`src/rtl/masked_subbytes_ctrl_if.sv`:
```
// rtl/masked_subbytes_ctrl_if.sv - handshake/data bundle between masked SubBytes controller and its environment (SUBBYTES_CTRL_STALLCNT_EN adds StallCntxDO)
interface masked_subbytes_ctrl_if #(
    parameter int SHARES = 2,
    parameter int NBYTES = 16
);
    logic                         StartxSI;
    logic [8*SHARES*NBYTES-1:0]   StatexDI;
    logic                         RandValidxSI;
    logic                         RandAckxSO;
    logic [8*SHARES-1:0]          SboxXxDO;
    logic [8*SHARES-1:0]          SboxQxDI;
    logic [8*SHARES*NBYTES-1:0]   StatexDO;
    logic                         BusyxSO;
    logic                         DonexSO;
`ifdef SUBBYTES_CTRL_STALLCNT_EN
    logic [15:0]                  StallCntxDO;

    modport slave (
        input  StartxSI, StatexDI, RandValidxSI, SboxQxDI,
        output RandAckxSO, SboxXxDO, StatexDO, BusyxSO, DonexSO, StallCntxDO
    );

    modport master (
        output StartxSI, StatexDI, RandValidxSI, SboxQxDI,
        input  RandAckxSO, SboxXxDO, StatexDO, BusyxSO, DonexSO, StallCntxDO
    );
`else
    modport slave (
        input  StartxSI, StatexDI, RandValidxSI, SboxQxDI,
        output RandAckxSO, SboxXxDO, StatexDO, BusyxSO, DonexSO
    );

    modport master (
        output StartxSI, StatexDI, RandValidxSI, SboxQxDI,
        input  RandAckxSO, SboxXxDO, StatexDO, BusyxSO, DonexSO
    );
`endif
endinterface

```
`src/rtl/masked_subbytes_ctrl.sv`:
```
// rtl/masked_subbytes_ctrl.sv - sequences a masked SubBytes layer through one shared pipelined S-box (optional SUBBYTES_CTRL_STALLCNT_EN stall counter)
module masked_subbytes_ctrl #(
    parameter int SHARES  = 2,
    parameter int NBYTES  = 16,
    parameter int LATENCY = 5
) (
    input  logic                  ClkxCI,
    input  logic                  RstxBI,
    masked_subbytes_ctrl_if.slave bus
);
    localparam int BW = 8 * SHARES;
    localparam int SW = BW * NBYTES;
    localparam int IW = (NBYTES > 1) ? $clog2(NBYTES) : 1;
    localparam int CW = $clog2(NBYTES + 1);

    typedef enum logic [1:0] {
        S_IDLE  = 2'd0,
        S_ISSUE = 2'd1,
        S_DRAIN = 2'd2,
        S_DONE  = 2'd3
    } state_t;

    state_t             state_q;
    logic [SW-1:0]      latch_q;
    logic [SW-1:0]      result_q;
    logic [IW-1:0]      issue_idx_q;
    logic [CW-1:0]      cap_cnt_q;
    logic [LATENCY-1:0] vpipe_q;
    logic               busy_q;
    logic               done_q;

    logic               accept_start;
    logic               issue;
    logic               capture;
    logic               last_issue;
    logic               last_capture;
    logic [IW-1:0]      cap_idx;

    // A start is honoured only when no run is in progress.
    assign accept_start = ((state_q == S_IDLE) || (state_q == S_DONE)) && bus.StartxSI;

    // A byte leaves for the S-box only when a fresh mask bundle is on offer.
    assign issue        = (state_q == S_ISSUE) && bus.RandValidxSI;
    assign capture      = vpipe_q[LATENCY-1];
    assign last_issue   = (issue_idx_q == IW'(NBYTES - 1));
    assign last_capture = (cap_cnt_q == CW'(NBYTES - 1));
    assign cap_idx      = cap_cnt_q[IW-1:0];

    // Bubbles drive zeros so no stale share ever re-enters the S-box.
    assign bus.RandAckxSO = issue;
    assign bus.SboxXxDO   = issue ? latch_q[int'(issue_idx_q)*BW +: BW] : '0;
    assign bus.StatexDO   = result_q;
    assign bus.BusyxSO    = busy_q;
    assign bus.DonexSO    = done_q;

    // Run sequencing, in-flight tracking and result collection.
    always_ff @(posedge ClkxCI or negedge RstxBI) begin
        if (!RstxBI) begin
            state_q     <= S_IDLE;
            latch_q     <= '0;
            result_q    <= '0;
            issue_idx_q <= '0;
            cap_cnt_q   <= '0;
            vpipe_q     <= '0;
            busy_q      <= 1'b0;
            done_q      <= 1'b0;
        end else begin
            done_q  <= 1'b0;
            vpipe_q <= LATENCY'({vpipe_q, issue});
            if (capture) begin
                result_q[int'(cap_idx)*BW +: BW] <= bus.SboxQxDI;
                cap_cnt_q                        <= cap_cnt_q + 1'b1;
            end
            case (state_q)
                S_IDLE, S_DONE: begin
                    if (accept_start) begin
                        latch_q     <= bus.StatexDI;
                        issue_idx_q <= '0;
                        cap_cnt_q   <= '0;
                        busy_q      <= 1'b1;
                        state_q     <= S_ISSUE;
                    end
                end
                S_ISSUE: begin
                    if (issue) begin
                        if (last_issue) begin
                            state_q <= S_DRAIN;
                        end else begin
                            issue_idx_q <= issue_idx_q + 1'b1;
                        end
                    end
                end
                S_DRAIN: begin
                    // The last capture and the done pulse land on the same edge.
                    if (capture && last_capture) begin
                        busy_q  <= 1'b0;
                        done_q  <= 1'b1;
                        state_q <= S_DONE;
                    end
                end
                default: begin
                    state_q <= S_IDLE;
                end
            endcase
        end
    end

`ifdef SUBBYTES_CTRL_STALLCNT_EN
    logic [15:0] stall_cnt_q;

    // Saturating count of randomness-starved issue cycles in the current run.
    always_ff @(posedge ClkxCI or negedge RstxBI) begin
        if (!RstxBI) begin
            stall_cnt_q <= '0;
        end else if (accept_start) begin
            stall_cnt_q <= '0;
        end else if ((state_q == S_ISSUE) && !bus.RandValidxSI && (stall_cnt_q != 16'hFFFF)) begin
            stall_cnt_q <= stall_cnt_q + 16'd1;
        end
    end

    assign bus.StallCntxDO = stall_cnt_q;
`endif

endmodule
```
`src/flat_wrapper.sv`:
```
// flat-port wrapper written by rule: the top's interface ports become plain ports
module masked_subbytes_ctrl_flat 
#(
    parameter int SHARES  = 2,
    parameter int NBYTES  = 16,
    parameter int LATENCY = 5
)
  (ClkxCI, RstxBI, bus_StartxSI, bus_StatexDI, bus_RandValidxSI, bus_SboxQxDI, bus_RandAckxSO, bus_SboxXxDO, bus_StatexDO, bus_BusyxSO, bus_DonexSO);
  masked_subbytes_ctrl_if #(.SHARES(SHARES), .NBYTES(NBYTES)) bus_i ();
  input  logic ClkxCI;
  input  logic RstxBI;
  input wire logic [$bits(bus_i.StartxSI)-1:0] bus_StartxSI;
  input wire logic [$bits(bus_i.StatexDI)-1:0] bus_StatexDI;
  input wire logic [$bits(bus_i.RandValidxSI)-1:0] bus_RandValidxSI;
  input wire logic [$bits(bus_i.SboxQxDI)-1:0] bus_SboxQxDI;
  output wire logic [$bits(bus_i.RandAckxSO)-1:0] bus_RandAckxSO;
  output wire logic [$bits(bus_i.SboxXxDO)-1:0] bus_SboxXxDO;
  output wire logic [$bits(bus_i.StatexDO)-1:0] bus_StatexDO;
  output wire logic [$bits(bus_i.BusyxSO)-1:0] bus_BusyxSO;
  output wire logic [$bits(bus_i.DonexSO)-1:0] bus_DonexSO;
  assign bus_i.StartxSI = bus_StartxSI;
  assign bus_i.StatexDI = bus_StatexDI;
  assign bus_i.RandValidxSI = bus_RandValidxSI;
  assign bus_i.SboxQxDI = bus_SboxQxDI;
  assign bus_RandAckxSO = bus_i.RandAckxSO;
  assign bus_SboxXxDO = bus_i.SboxXxDO;
  assign bus_StatexDO = bus_i.StatexDO;
  assign bus_BusyxSO = bus_i.BusyxSO;
  assign bus_DonexSO = bus_i.DonexSO;
  masked_subbytes_ctrl #(.SHARES(SHARES), .NBYTES(NBYTES), .LATENCY(LATENCY)) u_core (.ClkxCI(ClkxCI), .RstxBI(RstxBI), .bus(bus_i));
endmodule
```
`config.mk`:
```
export PLATFORM = sky130hd
export DESIGN_NAME = masked_subbytes_ctrl_flat
export DESIGN_NICKNAME = d
export VERILOG_FILES = /design/src/rtl/masked_subbytes_ctrl_if.sv /design/src/rtl/masked_subbytes_ctrl.sv /design/src/flat_wrapper.sv
export SDC_FILE = /design/constraint.sdc
export NUM_CORES = 1
export LEC_CHECK = 0
export CAP_MARGIN = 20
export CORE_UTILIZATION = 50
export CTS_CLUSTER_DIAMETER = 200
export DETAILED_ROUTE_END_ITERATION = 16
export PLACE_DENSITY = 0.79
export REMOVE_ABC_BUFFERS = 1
export SLEW_MARGIN = 5
export SYNTH_ARGS = -nofsm -noshare
export SYNTH_HDL_FRONTEND = slang
export SYNTH_SLANG_ARGS = --single-unit
```
`constraint.sdc`:
```
create_clock -name ClkxCI -period 3.9 [get_ports ClkxCI]
set_input_delay 0.585 -clock ClkxCI [delete_from_list [all_inputs] [get_ports ClkxCI]]
set_output_delay 0.585 -clock ClkxCI [all_outputs]
set_load 0.05 [all_outputs]
```
==> results_dict.tcl <==
set metrics [dict create \
    fin_tns_setup_ns 0 \
    cts_buffers 53 \
    fmax_mhz 280 \
    coreArea_mm2 0.0446 \
    first_pass_iters 6 \
    synth.cell_area_mm2 0.0228 \
    power_frac_seq_pct 39.5 \
    multiInputGateArea_mm2 0.00877 \
    ioPinCount 551 \
    switching_power_mw 7.76 \
    worstSetupStartpointType "register" \
    met2_length_um 34300 \
    place.gp.congestion 0.957 \
    criticalPathCategory "reg2out" \
    internal-power_mw 12.9 \
    maxCapViolations 0 \
    hold_buffers 0 \
    rr_startpoint "u_core.cap_cnt_q[0]$_DFF_PN0_" \
    whs_ns 0.0419 \
    synth_warnings 0 \
    antenna_found_initial 15 \
    std_cell_rows 77 \
    hp-class "in2async" \
    dr_total_vias 18300 \
    final_cell_count_no_fill 3318 \
    r2r_end "u_core.bus.StatexDO[193]$_DFFE_PN0P_" \
    wl_met1_um 26800 \
    ys_seq_area_share_pct 58.2 \
    cellPowerDensity_mw_per_mm2 677 \
    synth.largest_area_cell "dfrtp_1" \
    io_buffers 550 \
    syn_avg_cell_area_um2 10.5 \
    die_w_um 215 \
    final-seq-area_mm2 0.0133 \
    synth-edff-count 0 \
    p_sw_share_pct 37.6 \
    top_layer "met5" \
    ctsResizeCount 0 \
    clkPwrFrac_pct 24.2 \
    ys_ff_latch 530 \
    drt_iter0_drc 1736 \
    reg2reg_setup_slack_ns 0.86 \
    reg2reg_depth 7 \
    fill_cells 3238 \
    fin_crit_sh_pct 91.6 \
    combPwrFrac_pct 36.2 \
    timing_worst_slew_pin_value_ns 1.00 \
    avgRoutedWirePerCell_um 21.2 \
    clock_path_buffers 3 \
    vias_per_cell 5.52 \
    insertion_delay_ns 0.59 \
    async_reset_ff_share_pct 100 \
    postRouteAntennaNets 0 \
    cp-end-kind "primary output" \
    clkSinkCount 530 \
    nNetsFinal 2964 \
    die_h_um 215 \
    start_util_pct 51.1 \
    synth_top_area_share_pct 58.2 \
    place_hpwl_um 50100 \
    dp_cells 3213 \
    post_synth_num_cell_types 57 \
    area_delta_synth_final_pct 34.0 \
    final_hold_viol_count 0 \
    rsz0062_at_grt "false" \
    clockRootBuffer "clkbuf_16" \
    synth_flop_cell "dfrtp_1" \
    h-tree-depth 2 \
    cts_setup_buffers 0 \
    clock_skew_ns 0.0125 \
    grt_max_degree 103 \
    status "finished clean" \
    path_clk_slew_ns 0.06 \
    grt_pass1_wl_um 107000 \
    wl_met3_um 5880 \
    cp.required_ns 3.31 \
    cts_tree "built" \
    critPathArrivalTime_ns 2.99 \
    synth.area.top_cells "dfrtp_1, nand2_1, mux2_2, mux2i_1, o21ai_0" \
    drive_above_1_share_pct 13.4 \
    fin_crit_ns 3.57 \
    drt_wl_total_um 70300 \
    syn_inst 2172 \
    vdd_drop_max_mv 0.420 \
    slew_headroom_pct 33.0 \
    grtUsageTotal_pct 30.2 \
    leakage_nw 14.7 \
    drv_slew 0 \
    drc 0 \
    critPathMaxFanout 34 \
    die-area_mm2 0.0464 \
    grt_overflow 0 \
    grt_pass1_vias 18600 \
    finalSetupViolCount 0 \
]
power groups by stage:
stage | sequential, mW | combinational (mW) | clock, mW
finish | 8.17 | 7.48 | 5.01
global route | 8.33 | 8.14 | 5.29
CTS | 8.15 | 7.50 | 5.08
detailed placement | 8.22 | 7.45 | 0
global placement | 8.13 | 7.24 | 0
floorplan | 9.09 | 4.19 | 0
layout by cell type, fill, tap and decap left out, types with 9 or more instances in the layout:
cell	n
nor2_1	10
and4_1	10
clkinv_2	10
o211ai_1	9
clkbuf_16	55
inv_1	18
mux2i_1	109
o21ai_0	74
nand2_1	900
clkbuf_8	10
clkbuf_1	16
mux4_2	16
mux2_4	12
a21o_1	11
clkdlybuf4s50_1	533
and2_1	13
nand3_1	14
a22oi_1	45
buf_12	9
mux2_2	160
buf_4	55
nand2b_1	10
dfrtp_1	529
area by class of cell:
class                      instances  area share (%)
tap                              592            2.43
timing repair buffer             600            19.6
clock inverter                    14           0.426
multi-input combinational       1477            28.7
clock buffer                      81            5.16
antenna                            6          0.0492
inverter                          18           0.221
sequential                       530            43.5
cell usage after synthesis, types with 2 or more instances:
library cell,count
nand2_1,901
dfrtp_1,530
mux2_2,160
mux2i_1,109
clkbuf_1,98
o21ai_0,74
a22oi_1,45
buf_2,20
inv_1,18
mux4_2,16
and2_1,14
nand3_1,14
mux2_4,12
a21o_1,11
buf_4,11
nor2_1,11
and4_1,10
nand2b_1,10
o211ai_1,9
and3_1,8
buf_6,8
ha_1,8
a21oi_1,7
nand4_1,7
nor2b_1,7
dlygate4sd1_1,6
a21bo_2,5
and3b_1,3
nor3_1,3
buf_1,2
nand2_4,2
nand3_4,2
nor2_2,2
nor3_2,2
nor3b_1,2
o2111ai_1,2
o31ai_1,2
xnor2_1,2
registers in the layout, summed over array words and instances, names as in the netlist:
signal / count
u_core.bus.BusyxSO: 1
u_core.bus.DonexSO: 1
u_core.bus.StatexDO: 256
u_core.cap_cnt_q: 5
u_core.issue_idx_q: 4
u_core.latch_q: 256
u_core.state_q: 2
u_core.vpipe_q: 5
worst max path at each step:
| stage | from | slack (ns) | cells after the start | end |
|---|---|---|---|---|
| 2_1_floorplan | u_core.state_q[0]$_DFFE_PN0P_ | -2.19 | 5 | u_core.issue_idx_q[3]$_DFFE_PN0P_ |
| 3_3_place_gp | bus_RandValidxSI | 0.81 | 7 | bus_SboxXxDO[13] |
| 3_5_place_dp | bus_RandValidxSI | 0.80 | 7 | bus_SboxXxDO[13] |
| 4_1_cts | u_core.issue_idx_q[0]$_DFFE_PN0P_ | 0.32 | 7 | bus_SboxXxDO[15] |
| 5_1_grt | u_core.issue_idx_q[0]$_DFFE_PN0P_ | 0.15 | 7 | bus_SboxXxDO[14] |
| 6_report | u_core.issue_idx_q[0]$_DFFE_PN0P_ | 0.33 | 7 | bus_SboxXxDO[12] |
layer usage:
layer / global-route usage, % / up-vias
li1: - / 8159
met1: 37.6 / 9020
met2: 50.6 / 932
met3: 6.44 / 198
met4: 13.7 / 18
met5: 0 / -
logic make-up (layout without fill, tap and decap cells):
family | after synthesis | in the layout | synth area share [%]
flip-flops | 530 | 530 | 58.2
other | 0 | 6 | 0
adder cells (fa/ha/maj) | 8 | 8 | 0.439
buffers and inverters | 165 | 713 | 3.48
AND/OR/NAND/NOR | 1005 | 1005 | 18.0
multiplexers | 297 | 297 | 15.1
XOR/XNOR | 4 | 4 | 0.187
AO/OA/AOI/OAI | 163 | 163 | 4.63
through the flow:
step | cell area, um^2 | util (%) | setup WS [ns] | total power, mW
CTS | 30500 | 68.3 | 0.317 | 20.7
global route | 30500 | 68.4 | 0.150 | 21.8
floorplan | 22100 | - | -2.19 | 13.3
finish | 30500 | 68.4 | 0.328 | 20.7
detailed placement | 28800 | 64.5 | 0.798 | 15.7
global placement | 28800 | 64.5 | 0.806 | 15.4
worst max-delay path, stage by stage, from the launching register on:
cell and delay [ns]:
dfrtp_4 0.85, buf_4 0.34, buf_4 0.26, mux2i_1 0.10
a22oi_1 0.19, nand2_1 0.07, o21ai_0 0.28, buf_4 0.26
(Power assumes the default switching activity.)
